--- src/rtl/servo_pkg.sv ---
// Shared constants and types for the servo slew multiplexer.
// Holds angle width defaults, the signed working width and channel states.
package servo_pkg;

  localparam int ANGLE_W_DEF   = 16;
  localparam int ANGLE_MAX_DEF = 90;

  // Two extra bits let +/-(2^W-1) and target-current
  // differences stay representable without overflow.
  function automatic int sang_w(input int aw);
    return aw + 2;
  endfunction

  localparam int SANG_W = sang_w(ANGLE_W_DEF);

  typedef enum logic {
    SETTLED = 1'b0,
    SLEWING = 1'b1
  } ch_state_e;

endpackage

--- src/rtl/servo_slew_channel.sv ---
// One servo channel: target forming, clamp, rate-limited slew, settled flag.
// Ports: clk, rst_a_n, tick, home, in_abs/in_neg -> out_abs, out_neg, settled.
module servo_slew_channel
  import servo_pkg::*;
#(
  parameter int   ANGLE_W   = ANGLE_W_DEF,
  parameter int   ANGLE_MAX = ANGLE_MAX_DEF,
  parameter int   STEP      = 1,
  parameter logic INV       = 1'b0
) (
  input  logic               clk,
  input  logic               rst_a_n,
  input  logic               tick,
  input  logic               home,
  input  logic [ANGLE_W-1:0] in_abs,
  input  logic               in_neg,
  output logic [ANGLE_W-1:0] out_abs,
  output logic               out_neg,
  output logic               settled
);

  localparam int SW = sang_w(ANGLE_W);
  typedef logic signed [SW-1:0] sang_t;

  localparam sang_t LIM = sang_t'(ANGLE_MAX);
  localparam sang_t STP = sang_t'(STEP);

  sang_t     w_mag;
  sang_t     w_raw;
  sang_t     w_tgt;
  sang_t     w_diff;
  sang_t     w_cur_nxt;
  sang_t     r_cur;
  ch_state_e r_state;
  ch_state_e w_state_nxt;

  logic [ANGLE_W-1:0] r_out_abs;
  logic               r_out_neg;
  logic               r_settled;

  assign w_mag = $signed({2'b00, in_abs});
  assign w_raw = (in_neg ^ INV) ? -w_mag : w_mag;

  always_comb begin
    w_tgt = w_raw;
    if (home)
      w_tgt = '0;
    else if (w_raw > LIM)
      w_tgt = LIM;
    else if (w_raw < -LIM)
      w_tgt = -LIM;
  end

  assign w_diff = w_tgt - r_cur;

  always_comb begin
    w_cur_nxt = r_cur;
    if (tick) begin
      if (w_diff > STP)
        w_cur_nxt = r_cur + STP;
      else if (w_diff < -STP)
        w_cur_nxt = r_cur - STP;
      else
        w_cur_nxt = w_tgt;
    end
  end

  always_comb begin
    w_state_nxt = r_state;
    unique case (r_state)
      SETTLED:
        if (w_tgt != r_cur)
          w_state_nxt = SLEWING;
      SLEWING:
        if (w_cur_nxt == w_tgt)
          w_state_nxt = SETTLED;
      default:
        w_state_nxt = SLEWING;
    endcase
  end

  always_ff @(posedge clk or negedge rst_a_n) begin
    if (!rst_a_n) begin
      r_cur     <= '0;
      r_state   <= SETTLED;
      r_settled <= 1'b1;
      r_out_abs <= '0;
      r_out_neg <= 1'b0;
    end else begin
      r_cur     <= w_cur_nxt;
      r_state   <= w_state_nxt;
      r_settled <= (w_state_nxt == SETTLED);
      // Sign-magnitude view of current; zero is never negative.
      r_out_abs <= ANGLE_W'(r_cur[SW-1] ? -r_cur : r_cur);
      r_out_neg <= r_cur[SW-1];
    end
  end

  assign out_abs = r_out_abs;
  assign out_neg = r_out_neg;
  assign settled = r_settled;

endmodule

--- src/rtl/servo_slew_mux.sv ---
// Two-source servo target mux with shared slew tick and mode synchronizer.
// Ports: clk, rst_a_n, mode_sel, home, freeze, src0/src1 -> out, settled, tick.
module servo_slew_mux
  import servo_pkg::*;
#(
  parameter int                NUM_CH      = 3,
  parameter int                ANGLE_W     = ANGLE_W_DEF,
  parameter int                ANGLE_MAX   = ANGLE_MAX_DEF,
  parameter int                STEP        = 1,
  parameter int                TICK_DIV    = 500_000,
  parameter logic [NUM_CH-1:0] INVERT_MASK = '0
) (
  input  logic                      clk,
  input  logic                      rst_a_n,
  input  logic                      mode_sel,
  input  logic                      home,
  input  logic                      freeze,
  input  logic [NUM_CH*ANGLE_W-1:0] src0_abs,
  input  logic [NUM_CH-1:0]         src0_neg,
  input  logic [NUM_CH*ANGLE_W-1:0] src1_abs,
  input  logic [NUM_CH-1:0]         src1_neg,
  output logic [NUM_CH*ANGLE_W-1:0] out_abs,
  output logic [NUM_CH-1:0]         out_neg,
  output logic [NUM_CH-1:0]         settled,
  output logic                      tick
);

  localparam int CNT_W =
    (TICK_DIV > 1) ? $clog2(TICK_DIV) : 1;
  localparam logic [CNT_W-1:0] CNT_MAX =
    CNT_W'(TICK_DIV - 1);

  logic             r_sync0;
  logic             r_sync1;
  logic [CNT_W-1:0] r_cnt;
  logic             w_tick;

  logic [NUM_CH*ANGLE_W-1:0] w_sel_abs;
  logic [NUM_CH-1:0]         w_sel_neg;

  always_ff @(posedge clk or negedge rst_a_n) begin
    if (!rst_a_n) begin
      r_sync0 <= 1'b0;
      r_sync1 <= 1'b0;
    end else begin
      r_sync0 <= mode_sel;
      r_sync1 <= r_sync0;
    end
  end

  always_ff @(posedge clk or negedge rst_a_n) begin
    if (!rst_a_n)
      r_cnt <= '0;
    else if (!freeze)
      r_cnt <= (r_cnt == CNT_MAX) ? '0 : r_cnt + 1'b1;
  end

  // Gated by reset so tick reads 0 even when TICK_DIV is 1.
  assign w_tick = rst_a_n && !freeze && (r_cnt == CNT_MAX);
  assign tick   = w_tick;

  assign w_sel_abs = r_sync1 ? src1_abs : src0_abs;
  assign w_sel_neg = r_sync1 ? src1_neg : src0_neg;

  for (genvar i = 0; i < NUM_CH; i++) begin : g_ch
    servo_slew_channel #(
      .ANGLE_W   (ANGLE_W),
      .ANGLE_MAX (ANGLE_MAX),
      .STEP      (STEP),
      .INV       (INVERT_MASK[i])
    ) u_ch (
      .clk     (clk),
      .rst_a_n (rst_a_n),
      .tick    (w_tick),
      .home    (home),
      .in_abs  (w_sel_abs[i*ANGLE_W +: ANGLE_W]),
      .in_neg  (w_sel_neg[i]),
      .out_abs (out_abs[i*ANGLE_W +: ANGLE_W]),
      .out_neg (out_neg[i]),
      .settled (settled[i])
    );
  end

endmodule

--- config.mk ---
export PLATFORM = sky130hd
export DESIGN_NAME = servo_slew_mux
export DESIGN_NICKNAME = d
export VERILOG_FILES = /design/src/rtl/servo_pkg.sv /design/src/rtl/servo_slew_channel.sv /design/src/rtl/servo_slew_mux.sv
export SDC_FILE = /design/constraint.sdc
export NUM_CORES = 1
export LEC_CHECK = 0
export BUFFER_PORTS_ARGS = -buffer_cell sky130_fd_sc_hd__buf_2
export CAP_MARGIN = 0
export CORE_UTILIZATION = 30
export DETAILED_ROUTE_END_ITERATION = 8
export PLACE_DENSITY_LB_ADDON = 0.3
export SETUP_SLACK_MARGIN = 0.5
export SKIP_CTS_REPAIR_TIMING = 1
export SLEW_MARGIN = 20
export SYNTH_ARGS = -nofsm -noshare
export SYNTH_HDL_FRONTEND = slang
export SYNTH_HIERARCHICAL = 1
export SYNTH_SLANG_ARGS = --single-unit
export TNS_END_PERCENT = 10
--- constraint.sdc ---
create_clock -name clk -period 8.3 [get_ports clk]
set_input_delay 1.66 -clock clk [delete_from_list [all_inputs] [get_ports clk]]
set_output_delay 1.66 -clock clk [all_outputs]
set_load 0.005 [all_outputs]
* Word level (Yosys, flattened, before mapping)
Cells that the tools add are included.
Word-level totals: bits in registers 132, output and inout bits 55, logic and storage cells 98
Cells by class: add/subtract/negate cells 16, magnitude comparators 12, eq/ne operators 7, muxes and demuxes 36, bitwise logic cells 6, reductions and logical operators 3
Operators with widths (count):
- 2-to-1 mux 18 bit | 21
- adder 18 x 2 -> 18 bit (second input constant) | 3
- == test 18 bit | 3
- greater-than comparator 18 x 2 -> 1 bit (second input constant) | 3
- greater-than comparator 18 x 8 -> 1 bit (second input constant) | 3
- < comparator 18 x 1 -> 1 bit (second input constant) | 3
- < comparator 18 x 8 -> 1 bit (second input constant) | 3
- != test 18 bit | 3
- negator 16 -> 18 bit | 3
- subtractor 18 bit | 3
- subtractor 18 x 2 -> 18 bit (second input constant) | 3
- 2-to-1 mux 16 bit | 3
- 2-to-1 mux 48 bit | 1
- negator 16 bit | 3
- adder 19 x 1 -> 19 bit (second input constant) | 1
- == test 19 bit (second input constant) | 1
- 2-to-1 mux 19 bit | 1
- 2-to-1 mux 1 bit | 6
- inverter 1 bit | 6
- one-hot mux 1 bit (2 select lines) | 3
- 2-to-1 mux 3 bit | 1
- logical AND 1 bit | 2
- logical NOT 1 bit | 1

* Logic depth before layout (Yosys ltp)
depth in word-level cells 16, gate-level depth with buffers 36, mapped depth without buffers 29

* By module
Netlist, hierarchy kept.
Modules (own cells, without submodules):
- servo_slew_channel at g_ch[0].u_ch ... | times used 2, cells an instance 738, area an instance 5316.3 µm², seq. area each 927.1 µm²
- servo_slew_channel at g_ch[2].u_ch | times used 1, cells an instance 781, area an instance 5555.3 µm², seq. area each 927.1 µm²
- servo_slew_mux | times used 1, cells an instance 161, area an instance 1690.4 µm², seq. area each 525.5 µm²

* Worst setup path after synthesis
Ideal clock, no wire load.
path kind input port to flip-flop, start point input port src1_abs[37], end point register g_ch[2].u_ch.r_state, setup time 129 ps, arrival 9310 ps, data required time 8171 ps, path slack -1139 ps, stages 28, path buffers 3, path through mux2_1 -> nor4_1 -> nand3_1 -> xnor2_1 -> or4_1 -> nor4bb_1 -> nand4_1 -> ha_1 -> clkbuf_1 -> inv_1 -> and2_1 -> a21oi_1 -> inv_1 -> fa_1 -> nand2b_1 -> a211oi_1 -> nor2_1 -> a311oi_1 -> o21ai_0 -> nor4_1 -> and2_1 -> clkbuf_1 -> nor2_1 -> clkbuf_1 -> a221oi_1 -> o2111ai_1 -> or4_1 -> o41a_1
On the way: longest elaborated chain between the ends 15
RTL lines:
- start, declared | line servo_slew_mux.sv:20 | input logic [NUM_CH*ANGLE_W-1:0] src1_abs,
- 2-to-1 mux 48 bit (*) | line servo_slew_mux.sv:62 | assign w_sel_abs = r_sync1 ? src1_abs : src0_abs;
- negator 16 -> 18 bit | line servo_slew_channel.sv:42 | assign w_raw = (in_neg ^ INV) ? -w_mag : w_mag;
- 2-to-1 mux 18 bit (*) | line servo_slew_channel.sv:42
- < comparator 18 x 8 -> 1 bit | line servo_slew_channel.sv:50 | else if (w_raw < -LIM)
- 2-to-1 mux 18 bit | line servo_slew_channel.sv:50
- 2-to-1 mux 18 bit (*) | line servo_slew_channel.sv:48 | else if (w_raw > LIM)
- 2-to-1 mux 18 bit (*) | line servo_slew_channel.sv:46 | if (home)
- subtractor 18 bit | line servo_slew_channel.sv:54 | assign w_diff = w_tgt - r_cur;
- < comparator 18 x 1 -> 1 bit | line servo_slew_channel.sv:61 | else if (w_diff < -STP)
- 2-to-1 mux 18 bit | line servo_slew_channel.sv:61
- 2-to-1 mux 18 bit | line servo_slew_channel.sv:59 | if (w_diff > STP)
- 2-to-1 mux 18 bit | line servo_slew_channel.sv:58 | if (tick) begin
- == test 18 bit | line servo_slew_channel.sv:75 | if (w_cur_nxt == w_tgt)
- 2-to-1 mux 1 bit | line servo_slew_channel.sv:75
- one-hot mux 1 bit (2 select lines) (*) | line servo_slew_channel.sv:70 | unique case (r_state)
- via g_ch[2].u_ch.w_state_nxt | line servo_slew_channel.sv:35 | ch_state_e w_state_nxt;
- end signal, assigned | line servo_slew_channel.sv:91 | r_state <= w_state_nxt;
- end, declared | line servo_slew_channel.sv:34 | ch_state_e r_state;
The timed path passes the listed nets; every way through them passes the cells marked *. A chain may end at the register's enable or synchronous reset.

* Final worst setup path
start point input port src1_abs[41], end point register g_ch[2].u_ch.r_state
On the way: longest elaborated chain between the ends 15
RTL lines:
- 2-to-1 mux 48 bit (*) | line servo_slew_mux.sv:62
- via w_sel_abs[41] | line servo_slew_mux.sv:38 | logic [NUM_CH*ANGLE_W-1:0] w_sel_abs;
- negator 16 -> 18 bit | line servo_slew_channel.sv:42
- 2-to-1 mux 18 bit (*) | line servo_slew_channel.sv:42
- < comparator 18 x 8 -> 1 bit | line servo_slew_channel.sv:50
- 2-to-1 mux 18 bit | line servo_slew_channel.sv:50
- 2-to-1 mux 18 bit (*) | line servo_slew_channel.sv:48
- 2-to-1 mux 18 bit (*) | line servo_slew_channel.sv:46
- subtractor 18 bit | line servo_slew_channel.sv:54
- < comparator 18 x 1 -> 1 bit | line servo_slew_channel.sv:61
- 2-to-1 mux 18 bit | line servo_slew_channel.sv:61
- 2-to-1 mux 18 bit | line servo_slew_channel.sv:59
- 2-to-1 mux 18 bit | line servo_slew_channel.sv:58
- == test 18 bit | line servo_slew_channel.sv:75
- 2-to-1 mux 1 bit | line servo_slew_channel.sv:75
- one-hot mux 1 bit (2 select lines) (*) | line servo_slew_channel.sv:70
- via g_ch[2].u_ch.w_state_nxt | line servo_slew_channel.sv:35
Marks and branches as above.

==> results.cfg <==
[yosys]
syn_area_um2 = 17900
synthDistinctLibCells = 102
syn-num-nets = 2595
yosysSeqAreaShare_pct = 18.5
synth_common_cells = 246 x nor2_1, 209 x nand2_1, 148 x xnor2_1
synthTopCellsByArea = dfrtp_1 18%, xnor2_1 7.3%, nor2_1 5.2%, ha_1 4.7%, nand2_1 4.4%
synth_most_common_cell = nor2_1
synthArstFlopShare_pct = 100
avgSynthCellArea_um2 = 7.39
synth.ff_latch_count = 132
dominantRegCellSynth = dfrtp_1
synth_top_cell_area_share_pct = 18.1
yosysTopAreaCell = dfrtp_1
syn-instance-count = 2418
ys.warnings.count = 6
synth_edf_count = 0

[critical_path]
worst-path-buf-inv = 3
slowest_delay_ps = 590
cp.arrival_ps = 8620
cpMaxStageDelayCell = or4_4
cp_top_family = simple AND/OR/NAND/NOR gates
path_max_fanout = 6
cp-start-kind = primary input
worstSetupPathType = primary input to flop
cp_common_cell = or4_4
end_kind = flop
required_ps = 8670

[floorplanning]
die_w_um = 246
io_pins = 162
die-area_um2 = 60600
rows = 89
start_util_pct = 30.3
die_h_um = 246
core_area_um2 = 58900

[sta]
finalCritPeriodShare_pct = 99.4
tightest_slew_ps = 1310
relSlewSlack_pct = 12.1
setup_viol = 0
max_freq_ghz = 0.121
final.min_clock_period_ps = 8250
fin_setup_tns_ps = 0
drv_slew = 0
hold_violations = 0
grt_setup_unrepaired = true
fin_worst_skew_ps = 15.4

[clock_network]
clock_tree.buffer_depth = 2
clkTransAtPathRegs_ps = 70
cts_sinks = 132
clock_latency_ps = 490
cts_made_buffers = 17
cts_tree = built
root_buffer = clkbuf_16
htreeDepth = 4

[global_routing]
grt_first_pass_wirelength_mm = 125
met1_usage_pct = 35.5
grt_max_degree = 58
use_met2_pct = 43.7
grt_util_all_layers_pct = 26.6
grt-busiest-layer = met2
grt-ovfl-total = 0
grt_antenna_before_repair = 1
met3_usage_pct = 3.98
grt_pass1_vias = 21230

[cells_and_area]
fillerInstances = 5899
layout-drive-gt1-share_pct = 37.1
nets = 3240
area_growth_pct = 45.1
postLayoutCoreUtil_pct = 44.0

[placement]
dpl.hpwl_mm = 65.6
io_buffers = 161
gp_congestion = 0.999

[power_and_ir_drop]
power_density_nw_per_um2 = 108
peakVddDrop_mv = 0.170
p_leak_nw = 11.1

[route]
ant_nets = 0
vias = 21866
wl_per_cell_um = 21.1
firstDrtPassIters = 5
drcViolationCount = 0
viasPerCell = 5.68
drt-total-wl_mm = 81.2
drtIter0Drc = 1868

[min_path]
min-delay-path-class = flop to flop

[job]
maxCapViolCount = 0

[run_status]
outcome = complete, no violations
registers in the layout, summed over array words and instances, names as in the netlist:
| name | cells |
|---|---|
| g_ch.u_ch/out_neg | 3 |
| g_ch.u_ch/settled | 3 |
| g_ch.u_ch/out_abs | 48 |
| g_ch.u_ch/r_cur | 54 |
| r_cnt | 19 |
| r_sync1 | 1 |
| r_sync0 | 1 |
| g_ch.u_ch/r_state | 3 |
per-layer routing:
layer / routed length [um] / vias up / part of all wire, %
li1: - / 10320 / -
met1: 36100 / 10564 / 44
met2: 37800 / 839 / 47
met3: 4870 / 143 / 6.0
met4: 2370 / 0 / 2.9
met5: 0 / - / 0
final timing paths:
| path | from | end | slack [ps] | cells past startpoint |
|---|---|---|---|---|
| worst max register to register | r_sync1$_DFF_PN0_ | g_ch[2].u_ch/r_state$_DFF_PN0_ | 390 | 25 |
| max in group asynchronous | rst_a_n | r_cnt[2]$_DFFE_PN0N_ | 5440 | 3 |
| worst max-delay path | src1_abs[41] | g_ch[2].u_ch/r_state$_DFF_PN0_ | 50 | 25 |
| min in group asynchronous | rst_a_n | r_sync1$_DFF_PN0_ | 1040 | 1 |
| worst min register to register | r_sync0$_DFF_PN0_ | r_sync1$_DFF_PN0_ | 360 | 0 |
| worst min-delay path | r_sync0$_DFF_PN0_ | r_sync1$_DFF_PN0_ | 360 | 0 |
cell families after synthesis:
family                   Yosys count  share of synthesized area [%]
flip-flops                       132                           18.5
AND/OR/NAND/NOR                  990                           28.7
XOR/XNOR                         187                           9.41
adder cells (fa/ha/maj)           70                           5.02
AO/OA/AOI/OAI                    680                           26.9
buffers and inverters            275                           6.28
multiplexers                      84                           5.18
cell usage in the layout (no fill, tap or decap), types with 15 or more instances in the layout:
cell and count:
buf_4 603, nor2_1 224, nand2_1 200, buf_2 155, xnor2_1 139, o21ai_0 128
dfrtp_1 128, a21oi_1 112, inv_1 93, nand3_1 92, nor3_1 76, o211ai_1 50
ha_1 49, nand4_1 42, nor4_1 41, or3_1 41, mux2_2 34, xor2_1 31
a21o_1 30, and3_1 27, nand2b_1 24, a31oi_1 24, a211oi_1 24, and2_1 19
o31ai_1 19, o22ai_1 18, clkbuf_16 17, buf_6 17, mux2_4 16, or4_1 16
a32oi_1 16, mux2i_1 16, mux2_1 15, nor2b_1 15, nor2_2 15, ha_4 15
power breakdown:
| part | leakage [nW] | internal, mW | switching (mW) | total (mW) |
|---|---|---|---|---|
| combinational | 9.31 | 0.609 | 0.666 | 1.28 |
| clock | 0.300 | 0.493 | 0.355 | 0.848 |
| sequential | 1.53 | 0.656 | 0.0198 | 0.676 |
| total | 11.1 | 1.76 | 1.04 | 2.80 |
cell type report:
| class | count | area [um2] | share of cell area, % |
|---|---|---|---|
| Antenna cell | 1 | 2.50 | 0.00965 |
| Clock buffer | 20 | 457 | 1.76 |
| Clock inverter | 12 | 165 | 0.637 |
| Inverter | 117 | 452 | 1.74 |
| Multi-Input combinational cell | 2012 | 14900 | 57.6 |
| Sequential cell | 132 | 3310 | 12.8 |
| Tap cell | 773 | 967 | 3.73 |
| Timing Repair Buffer | 783 | 5650 | 21.8 |
stage by stage:
stage,cells,total power [mW],hold slack [ps],worst slack [ps],area [um2]
final,3850,2.80,359,50.6,25900
after global placement,3785,1.85,334,-509,24300
after CTS,3817,2.74,362,-115,24900
after global routing,3849,2.95,367,-126,25900
after detailed placement,3785,1.87,343,-628,24300
after floorplan,2418,1.32,331,20.1,18900
Power figures use the tool's default switching activity.
